--- src/rtl/decoder_onehot_pkg.sv ---
// Shared types and decode helper for the one-hot decoder pipe.
// onehot_of works on a fixed maximum width; callers slice down to their NUM_BITS.
package decoder_onehot_pkg;

    localparam int unsigned MAX_BITS = 64;

    typedef enum logic [1:0] {
        ST_EMPTY = 2'd0,
        ST_ONE   = 2'd1,
        ST_FULL  = 2'd2
    } occ_t;

    function automatic logic [MAX_BITS-1:0] onehot_of(input int unsigned index,
                                                      input int unsigned num_bits);
        logic [MAX_BITS-1:0] vec;
        vec = '0;
        if (index < num_bits) begin
            vec = {{(MAX_BITS-1){1'b0}}, 1'b1} << index;
        end
        return vec;
    endfunction

endpackage

--- src/rtl/decoder_onehot_pipe.sv ---
// Binary index -> one-hot vector through a 2-entry skid buffer; 1-cycle latency, 1 entry/cycle.
// o__ready depends only on occupancy and reset; out-of-range indices are consumed, flagged and counted.
module decoder_onehot_pipe
    import decoder_onehot_pkg::*;
#(
    parameter int unsigned NUM_BITS     = 11,
    parameter int unsigned LOG_NUM_BITS = $clog2(NUM_BITS),
    parameter int unsigned ERR_CNT_W    = 8
) (
    input  logic                    clk,
    input  logic                    reset,
    input  logic                    i__valid,
    input  logic [LOG_NUM_BITS-1:0] i__index,
    output logic                    o__ready,
    output logic                    o__valid,
    output logic [NUM_BITS-1:0]     o__onehot,
    input  logic                    i__ready,
    output logic                    o__range_err,
    output logic [ERR_CNT_W-1:0]    o__err_count
);

    occ_t                state;
    occ_t                state_nxt;
    logic [NUM_BITS-1:0] head;
    logic [NUM_BITS-1:0] head_nxt;
    logic [NUM_BITS-1:0] skid;
    logic [NUM_BITS-1:0] skid_nxt;
    logic [NUM_BITS-1:0] entry;
    logic [MAX_BITS-1:0] dec_full;
    logic                in_range;
    logic                accept;
    logic                accept_ok;
    logic                drain;
    int unsigned         idx;

    assign o__ready  = !reset && (state != ST_FULL);
    assign o__valid  = (state != ST_EMPTY);
    assign o__onehot = head;

    assign accept    = i__valid && o__ready;
    assign accept_ok = accept && in_range;
    assign drain     = o__valid && i__ready;

    // Compare at 32 bits so a power-of-two NUM_BITS still elaborates cleanly.
    always_comb begin
        idx      = 32'(i__index);
        in_range = (idx < NUM_BITS);
        dec_full = onehot_of(idx, NUM_BITS);
        entry    = dec_full[NUM_BITS-1:0];
    end

    always_comb begin
        state_nxt = state;
        head_nxt  = head;
        skid_nxt  = skid;
        case (state)
            ST_EMPTY: begin
                if (accept_ok) begin
                    head_nxt  = entry;
                    state_nxt = ST_ONE;
                end
            end
            ST_ONE: begin
                if (accept_ok && drain) begin
                    head_nxt = entry;
                end else if (accept_ok) begin
                    skid_nxt  = entry;
                    state_nxt = ST_FULL;
                end else if (drain) begin
                    head_nxt  = '0;
                    state_nxt = ST_EMPTY;
                end
            end
            ST_FULL: begin
                if (drain) begin
                    head_nxt  = skid;
                    skid_nxt  = '0;
                    state_nxt = ST_ONE;
                end
            end
            default: begin
                head_nxt  = '0;
                skid_nxt  = '0;
                state_nxt = ST_EMPTY;
            end
        endcase
    end

    always_ff @(posedge clk) begin
        if (reset) begin
            state        <= ST_EMPTY;
            head         <= '0;
            skid         <= '0;
            o__range_err <= 1'b0;
            o__err_count <= '0;
        end else begin
            state        <= state_nxt;
            head         <= head_nxt;
            skid         <= skid_nxt;
            o__range_err <= accept && !in_range;
            if (accept && !in_range && (o__err_count != '1)) begin
                o__err_count <= o__err_count + 1'b1;
            end
        end
    end

endmodule

--- config.mk ---
export PLATFORM = sky130hd
export DESIGN_NAME = decoder_onehot_pipe
export DESIGN_NICKNAME = d
export VERILOG_FILES = /design/src/rtl/decoder_onehot_pkg.sv /design/src/rtl/decoder_onehot_pipe.sv
export SDC_FILE = /design/constraint.sdc
export NUM_CORES = 1
export LEC_CHECK = 0
export ABC_AREA = 1
export CORE_ASPECT_RATIO = 1.4
export CORE_MARGIN = 2
export CORE_UTILIZATION = 48
export DETAILED_ROUTE_END_ITERATION = 8
export PLACE_DENSITY = 0.76
export SETUP_SLACK_MARGIN = 0.4
export SYNTH_ARGS = -nofsm -noshare
export SYNTH_HDL_FRONTEND = slang
export SYNTH_SLANG_ARGS = --single-unit
--- constraint.sdc ---
create_clock -name clk -period 1.4 [get_ports clk]
set_clock_uncertainty 0.1 [all_clocks]
set_input_delay 0.14 -clock clk [delete_from_list [all_inputs] [get_ports clk]]
set_output_delay 0.14 -clock clk [all_outputs]
set_load 0.1 [all_outputs]
# Yosys cells after proc, flatten, opt, wreduce, memory -nomap -nowiden
# Index checks and enable logic that the tools add are counted.
# Widths: inputs -> output; s select.
totals:
  register_bits: 33
  inputBits: 8
  output_inout_bits: 22
  wordCells: 49
classes:
  n_addsub: 1
  order_cmp: 1
  n_eq_ne: 11
  shift: 1
  muxes: 15
  n_bitwise: 1
  n_reduce_logical: 14
ops:
  columns: ["op", "count"]
  rows:
  - ["$mux 11", 7]
  - ["$pmux 11 s3", 2]
  - ["$reduce_and 4->1", 3]
  - ["$shl 1x4->11 const A", 1]
  - ["$mux 2", 5]
  - ["$ne 2x2->1 const B", 5]
  - ["$ne 3x3->1 const B", 3]
  - ["$add 8x1->8 const B", 1]
  - ["$ne 8x8->1 const B", 1]
  - ["$logic_and 1x1->1", 7]
  - ["$pmux 2 s3", 1]
  - ["$lt 4x4->1 const B", 1]
  - ["$eq 2x1->1 const B", 1]
  - ["$eq 2x2->1 const B", 1]
  - ["$logic_not 1->1", 2]
  - ["$logic_not 2->1", 1]
  - ["$reduce_bool 2->1", 1]
  - ["$not 1->1", 1]

# Logic depth before layout (Yosys ltp)
# Gate-level depths: netlist of the first run.
logic_depth:
  ltp_word: 7
  ltp_mapped: 10
  ltp_nobuf: 9

# Least setup slack after synthesis of the first run
# Ideal clock, no wire load.
synth_timing:
  path_type: "reg-to-reg"
  from: "register o__err_count[1]"
  to: "register o__err_count[3]"
  setup_time_ps: 70
  arrival_ps: 1977
  required_ps: 1230
  setup_slack_ps: -748
  path_stages_with_launch: 9
  n_path_buf: 1
  period_less_slack_ps: 2148
  path_cell_list: "dfxtp_1 ha_1 inv_1 nor3_1 nand2_1 nand2_1 buf_6 nand2_1 a21oi_1"
synth_via:
  elab_chain_len: 2
  elab_cells_between_ends: 3
  cone_classes: "1 x add/sub; 1 x eq/ne; 1 x reduce/logical"
synth_lines:
  columns: ["item", "line_no", "text"]
  rows:
  - ["from (decl)", "decoder_onehot_pipe.sv:19", "output logic [ERR_CNT_W-1:0] o__err_count"]
  - ["from (signal assigned)", "decoder_onehot_pipe.sv:102", "o__err_count <= o__err_count + 1'b1;"]
  - ["parallel branches: the longest is 2 deep, another holds $add 8x1->8", null, null]
# Parallel ways; which one is timed is not known.
# A chain may end at the register's enable or synchronous reset.

# Worst setup path in the final report of the first run
layout_timing:
  from: "input port i__index[2]"
  to: "register head[4], in the netlist o__onehot[4]"
layout_via:
  elab_chain_len: 5
  elab_cells_between_ends: 12
  cone_classes: "1 x order compare; 3 x eq/ne; 1 x shift; 4 x mux; 3 x reduce/logical"
layout_lines:
  columns: ["item", "line_no", "text"]
  rows:
  - ["from (decl)", "decoder_onehot_pipe.sv:13", "input logic [LOG_NUM_BITS-1:0] i__index,"]
  - ["$lt 4x4->1", "decoder_onehot_pkg.sv:17, decoder_onehot_pipe.sv:47", null]
  - ["$logic_and 1x1->1", "decoder_onehot_pipe.sv:41", "assign accept_ok = accept && in_range;"]
  - ["$logic_and 1x1->1", "decoder_onehot_pipe.sv:64", "if (accept_ok && drain) begin"]
  - ["$ne 3x3->1 (no line) or $mux 11 (tied branches)", null, null]
  - ["$reduce_and 4->1 (no line) or $pmux 11 s3 (tied branches)", null, null]
  - ["to (signal assigned)", "decoder_onehot_pipe.sv:98", "head <= head_nxt;"]
  - ["to (decl)", "decoder_onehot_pipe.sv:24", "logic [NUM_BITS-1:0] head;"]
# Several ways; a longest one is shown, not always the timed one. The select of a mux whose other input is x is not followed.

==> flow_summary.json, run 1 <==
{
  "status": "finished, violations left",
  "violations": "setup timing",
  "critPathMostFrequentCell": "nand2_1",
  "fin_crit_sh_pct": 111.3,
  "fin_crit_ps": 1558,
  "grt_pass1_vias": 1993,
  "grt_max_degree": 19,
  "cp_cell_sequence": "clkdlybuf4s50_1, inv_1, nor2_1, nand2_1, nor2_2, nand3_1, nand2_1, nand2_2, a21oi_2",
  "netlist_area_sq_mm": 0.001819,
  "cts_root_buffer": "clkbuf_8",
  "clkSinkCount": 33,
  "leakage_nw": 1.285,
  "route.detailed.drc": 0,
  "globalRoute.totalOverflow": 0,
  "final_common_cell": "nand2_1",
  "relSlewSlack_pct": 79.46,
  "hold_viol_final": 0,
  "ys_warn_count": 0,
  "num_antenna_cells": 0,
  "start_kind": "input pin",
  "reg2reg_setup_slack_ps": -140,
  "clk_pin_slew_ps": 80,
  "slowest_delay_ps": 490,
  "hold_start": "i__index[3]",
  "io_buffers": 29,
  "setup_viol_count_final": 33,
  "synth_seq_cells": 33,
  "dpl_worst_slack_ps": -371.5,
  "fmax_mhz": 642.0,
  "holdCritPathClass": "input pin to flip-flop",
  "initial_core_util_pct": 49.93,
  "drt_iter0_drc": 132,
  "worstSkewPairLatency_ps": 310,
  "crit_family": "simple AND/OR/NAND/NOR gates",
  "cp.required_ps": 1540,
  "grt_pass1_wl_um": 9259,
  "crit_path_max_fanout": 4,
  "wl_um": 6366,
  "ios": 30,
  "wl_per_cell_um": 15.88,
  "gp_congestion": 0.8793,
  "final_max_slew_viol_count": 0,
  "critPathLaunch": "i__index[2]",
  "layout_setup_ws_ps": -157.5,
  "row_count": 26,
  "worst-setup-path-type": "input pin to flip-flop",
  "cts.htree.levels": 2,
  "final_cell_mix": "nand2_1, nor2_1, buf_12",
  "critPathSlowestCell": "clkdlybuf4s50_1",
  "nets": 367,
  "layout-drive-gt1-share_pct": 44.29,
  "tns_ps": -2734,
  "numCtsBuffers": 5,
  "syn-num-nets": 298,
  "synth.avg_cell_area_sq_um": 6.295,
  "dieWidth_um": 56.03,
  "p_per_area_mw_per_mm2": 704.2,
  "hpwl_um": 3640,
  "syn_inst": 289,
  "coreArea_sq_mm": 0.003643,
  "vias": 2233,
  "end_kind": "flip-flop",
  "cts_tree": "yes",
  "cts_buffer_depth": 2,
  "ys_seq_area_share_pct": 36.31,
  "ant_nets": 0,
  "rsz0062_at_grt": "true",
  "die_h_um": 76.84,
  "worstPathArrival_ps": 1700,
  "ys_types": 25,
  "irDropWorstVdd_uv": 787.0,
  "worst_pin_slew_ps": 307.0,
  "vias_per_cell": 5.569,
  "crit-reg2reg-launch": "state[1]$_SDFFE_PP0P_",
  "cts.hold.buffers_added": 0,
  "cp_num_buf_inv": 2,
  "first_pass_iters": 5,
  "grt_antenna_before_repair": 0,
  "die_area_sq_mm": 0.004305,
  "synthToLayoutAreaGrowth_pct": 71.46,
  "grt_usage_pct": 27.64,
  "drv_cap": 0
}
==> worst min-delay path: cells and delay by family <==
| kind | cells | cell delay [ps] |
|---|---|---|
| AND/OR/NAND/NOR | 2 | 230 |
| buffers and inverters | 1 | 300 |
==> stage by stage <==
stage | total power (W) | hold slack (ps) | std cells | area (sq um) | util [%]
4_1_cts | 0.002111 | 281.8 | 394 | 2927 | 80.32
3_3_place_gp | 0.001373 | 349.9 | 379 | 2664 | 73.11
2_1_floorplan | 0.001233 | 201.0 | 289 | 1959 | -
6_report | 0.002197 | 308.5 | 401 | 3119 | 85.61
3_5_place_dp | 0.001380 | 356.2 | 379 | 2664 | 73.11
5_1_grt | 0.002268 | 320.2 | 401 | 3119 | 85.61
==> Yosys cell counts, drive strengths merged <==
cell type	number	area [sq um]
a21boi	1	11.26
a21oi	23	122.6
buf	10	73.82
clkbuf	3	11.26
dfxtp	33	660.6
ha	1	12.51
inv	33	123.9
nand2	88	340.3
nand3	15	87.59
nand4	2	12.51
nor2	47	186.4
nor3	4	20.02
o21ai	26	130.1
xnor2	1	8.760
xor2	2	17.52
==> repair_timing <==
item                                    CTS  global route
buffers inserted                          7             6
resized for setup                        36            44
gates cloned                              0             1
endpoints found under the setup margin   55            55
pin swaps                                 9            13
==> kinds of logic after synthesis <==
family | Yosys count | share of synthesized area [%]
AO/OA/AOI/OAI | 50 | 14.51
AND/OR/NAND/NOR | 156 | 35.56
buffers and inverters | 46 | 11.49
flip-flops | 33 | 36.31
adder cells (fa/ha/maj) | 1 | 0.6876
XOR/XNOR | 3 | 1.445
==> per-layer routing <==
layer	routed length, um	vias to the layer above	track usage (%)
li1	-	1044	-
met1	2214	1028	27.76
met2	3364	121	50.71
met3	408	40	5.734
met4	378	0	16.67
met5	0	-	0
==> where the power goes <==
group          total [W]  internal [W]  switching [W]
clock           0.000740      0.000343       0.000397
sequential      0.000957      0.000943      0.0000148
combinational   0.000499      0.000199       0.000300
==> layout make-up <==
type                    instances  area, sq um
clock buffers                   5        68.82
fillers                       194        524.3
clock inverters                 3        17.52
repair buffers                 75        967.2
well taps                      42        52.55
flip-flops and latches         33        710.7
inverters                      33        132.6
multi-input cells             210         1170
==> sequential cells by signal (all words and copies together) (netlist names) <==
register      cells
o__onehot        11
skid             11
o__err_count      8
state             2
o__range_err      1
==> path summary, 6_finish.rpt <==
check / to / depth (start not counted)
worst min register to register: skid[3]$_SDFFE_PP0P_ / 2
worst max register to register: o__onehot[3]$_SDFFE_PP0P_ / 9
worst min-delay path: o__range_err$_SDFF_PP0_ / 3
worst max-delay path: o__onehot[4]$_SDFFE_PP0P_ / 9
(Power assumes the default switching activity.)
==> inputs of run 2 (changes only) <==
Settings changed: CAP_MARGIN set to 25.
==> results of run 2 <==
Same layout as run 1: the final DEF is identical, and so are final timing and power.
==> inputs of run 3 (changes only) <==
Settings changed: CORE_UTILIZATION 48 to 50.
Clock period 1.4 ns to 1.9 ns, I/O delays scaled along.
==> run 3 against run 2 <==
- global-route usage is 3.5 points lower
- register-to-register slack better by 500 ps
- worst hold slack worse by 26 ps
- first-iteration DRC count is 49% lower
- sequential power is 26% lower
- wire length is 18% lower
- critical endpoint is now o__valid
- highest routed layer unchanged
- via count is 9.9% lower
- critical path type is now flip-flop to output pin
- combinational power is 40% lower
- non-clock buffer count is 24 lower
- the run now ends clean
- count of clock-buffer cells in the layout is 2 higher
- flip-flop and latch count stayed put
==> flow_summary.json, run 3 (synthesis gave the netlist of run 1 again) <==
{
  "status": "finished clean",
  "ios": 30,
  "hold_depth": 4,
  "leakage_nw": 1.112,
  "end_kind": "output pin",
  "relSlewSlack_pct": 81.26,
  "min_to": "state[1]$_SDFFE_PP0P_",
  "cts.htree.levels": 2,
  "fin_crit_sh_pct": 81.48,
  "vias_per_cell": 5.348,
  "grt_pass1_wl_um": 7238,
  "worstPathArrival_ps": 1260,
  "first_pass_iters": 4,
  "placedInstanceArea_sq_mm": 0.002176,
  "synthToLayoutAreaGrowth_pct": 44.36,
  "cp.required_ps": 1610,
  "hold_viol_final": 0,
  "setup_viol_count_final": 0,
  "slowest_delay_ps": 360,
  "dieWidth_um": 54.98,
  "clk_pin_slew_ps": 70,
  "num_antenna_cells": 0,
  "coreArea_sq_mm": 0.003441,
  "fin_area_sq_mm": 0.002626,
  "layout-drive-gt1-share_pct": 35.71,
  "rsz0062_at_grt": "true",
  "holdCritPathClass": "input pin to flip-flop",
  "fmax_mhz": 646.0,
  "route.detailed.drc": 0,
  "reg2reg_setup_slack_ps": 360,
  "drv_cap": 0,
  "final_max_slew_viol_count": 0,
  "worst-r2r-cell-count": 9,
  "io_buffers": 29,
  "cts_tree": "yes",
  "crit_path_max_fanout": 13,
  "worst_pin_slew_ps": 283.5,
  "reg2reg_to": "o__onehot[10]$_SDFFE_PP0P_",
  "wl_per_cell_um": 13.91,
  "row_count": 25,
  "gp_congestion": 0.8588,
  "cts.hold.buffers_added": 0,
  "tns_ps": 0,
  "globalRoute.totalOverflow": 0,
  "worst-setup-path-type": "flip-flop to output pin",
  "fin_crit_ps": 1548,
  "irDropWorstVdd_uv": 648.7,
  "cts_buffer_depth": 2,
  "worstSkewPairLatency_ps": 280,
  "crit-reg2reg-launch": "state[0]$_SDFFE_PP0P_",
  "hpwl_um": 3159,
  "die_area_sq_mm": 0.004144,
  "p_per_area_mw_per_mm2": 644.8,
  "critPathSlowestCell": "dfxtp_2",
  "clkSinkCount": 33,
  "cts_root_buffer": "clkbuf_8",
  "drt_iter0_drc": 67,
  "ant_nets": 0,
  "initial_core_util_pct": 52.87,
  "cp_cell_sequence": "nor2_2, inv_2, buf_12",
  "start_kind": "flip-flop",
  "die_h_um": 75.37,
  "wl_um": 5230,
  "final_common_cell": "nand2_1",
  "vias": 2011,
  "grt_pass1_vias": 1809,
  "nets": 344,
  "grt_max_degree": 19,
  "hold_start": "i__ready",
  "grt_usage_pct": 24.15,
  "final_cell_mix": "nand2_1, nor2_1, buf_4",
  "grt_antenna_before_repair": 0,
  "numCtsBuffers": 5,
  "utilization_pct": 76.33
}
[run 3: cell types whose count changed in the layout (fill, tap and decap cells not counted), sizes merged]
cell / before / now
buf: 68 / 44
clkinvlp: 2 / 3
bufinv: 0 / 1
inv: 32 / 31
dlygate4sd2: 2 / 0
clkinv: 2 / 0
clkbuf: 5 / 7
dlymetal6s2s: 0 / 4
clkdlybuf4s50: 5 / 3
[run 3: layout make-up]
cell class / instances / area (sq um)
clock buffer: 7 / 86.33
sequential: 33 / 693.2
timing repair inverter: 1 / 5.005
clock inverter: 1 / 30.03
inverter: 33 / 133.9
timing repair buffer: 51 / 474.2
multi-input combinational: 210 / 1154
tap: 40 / 50.05
fill: 261 / 814.5
[run 3: report_power, final]
| part | internal [W] | switching [W] |
|---|---|---|
| logic | 0.000100 | 0.000199 |
| registers | 0.000695 | 0.0000105 |
| clock network | 0.000428 | 0.000261 |
[run 3: what timing repair did]
action	in CTS	in global routing
pin swaps	2	14
resized for setup	10	70
setup endpoints to repair	29	33
setup buffers	4	7
cloned	0	2
[run 3: worst max path at each step]
stage / start / to
detailed placement: i__index[0] / o__onehot[5]$_SDFFE_PP0P_
global route: state[0]$_SDFFE_PP0P_ / o__onehot[10]$_SDFFE_PP0P_
CTS: state[1]$_SDFFE_PP0P_ / o__valid
global placement: i__index[0] / o__onehot[4]$_SDFFE_PP0P_
floorplan: o__err_count[5]$_SDFFE_PP0P_ / o__err_count[6]$_SDFFE_PP0P_
finish: state[1]$_SDFFE_PP0P_ / o__valid
[run 3: per-layer routing]
metal  GRT usage (%)  vias up  wire (um)
met3           4.510       24        258
met1           24.94      910       1942
met2           41.80       77       2766
met5               0        -          0
met4           18.16        0        263
li1                -     1000          -
[run 3: critical path: cells and delay by family, from the launching register on]
kind / cells / cell delay [ps]
and+or+nand+nor: 1 / 220
buffers and inverters: 2 / 400
DFF: 1 / 360
[run 3: metrics by stage]
step	setup slack, ps	power, W	hold WS (ps)	cells
5_1_grt	285.4	0.001750	325.5	376
3_5_place_dp	32.30	0.0009572	361.3	355
3_3_place_gp	66.05	0.0009560	356.0	355
4_1_cts	344.4	0.001644	372.3	367
6_report	351.9	0.001693	282.1	376
2_1_floorplan	406.6	0.0008905	258.5	289
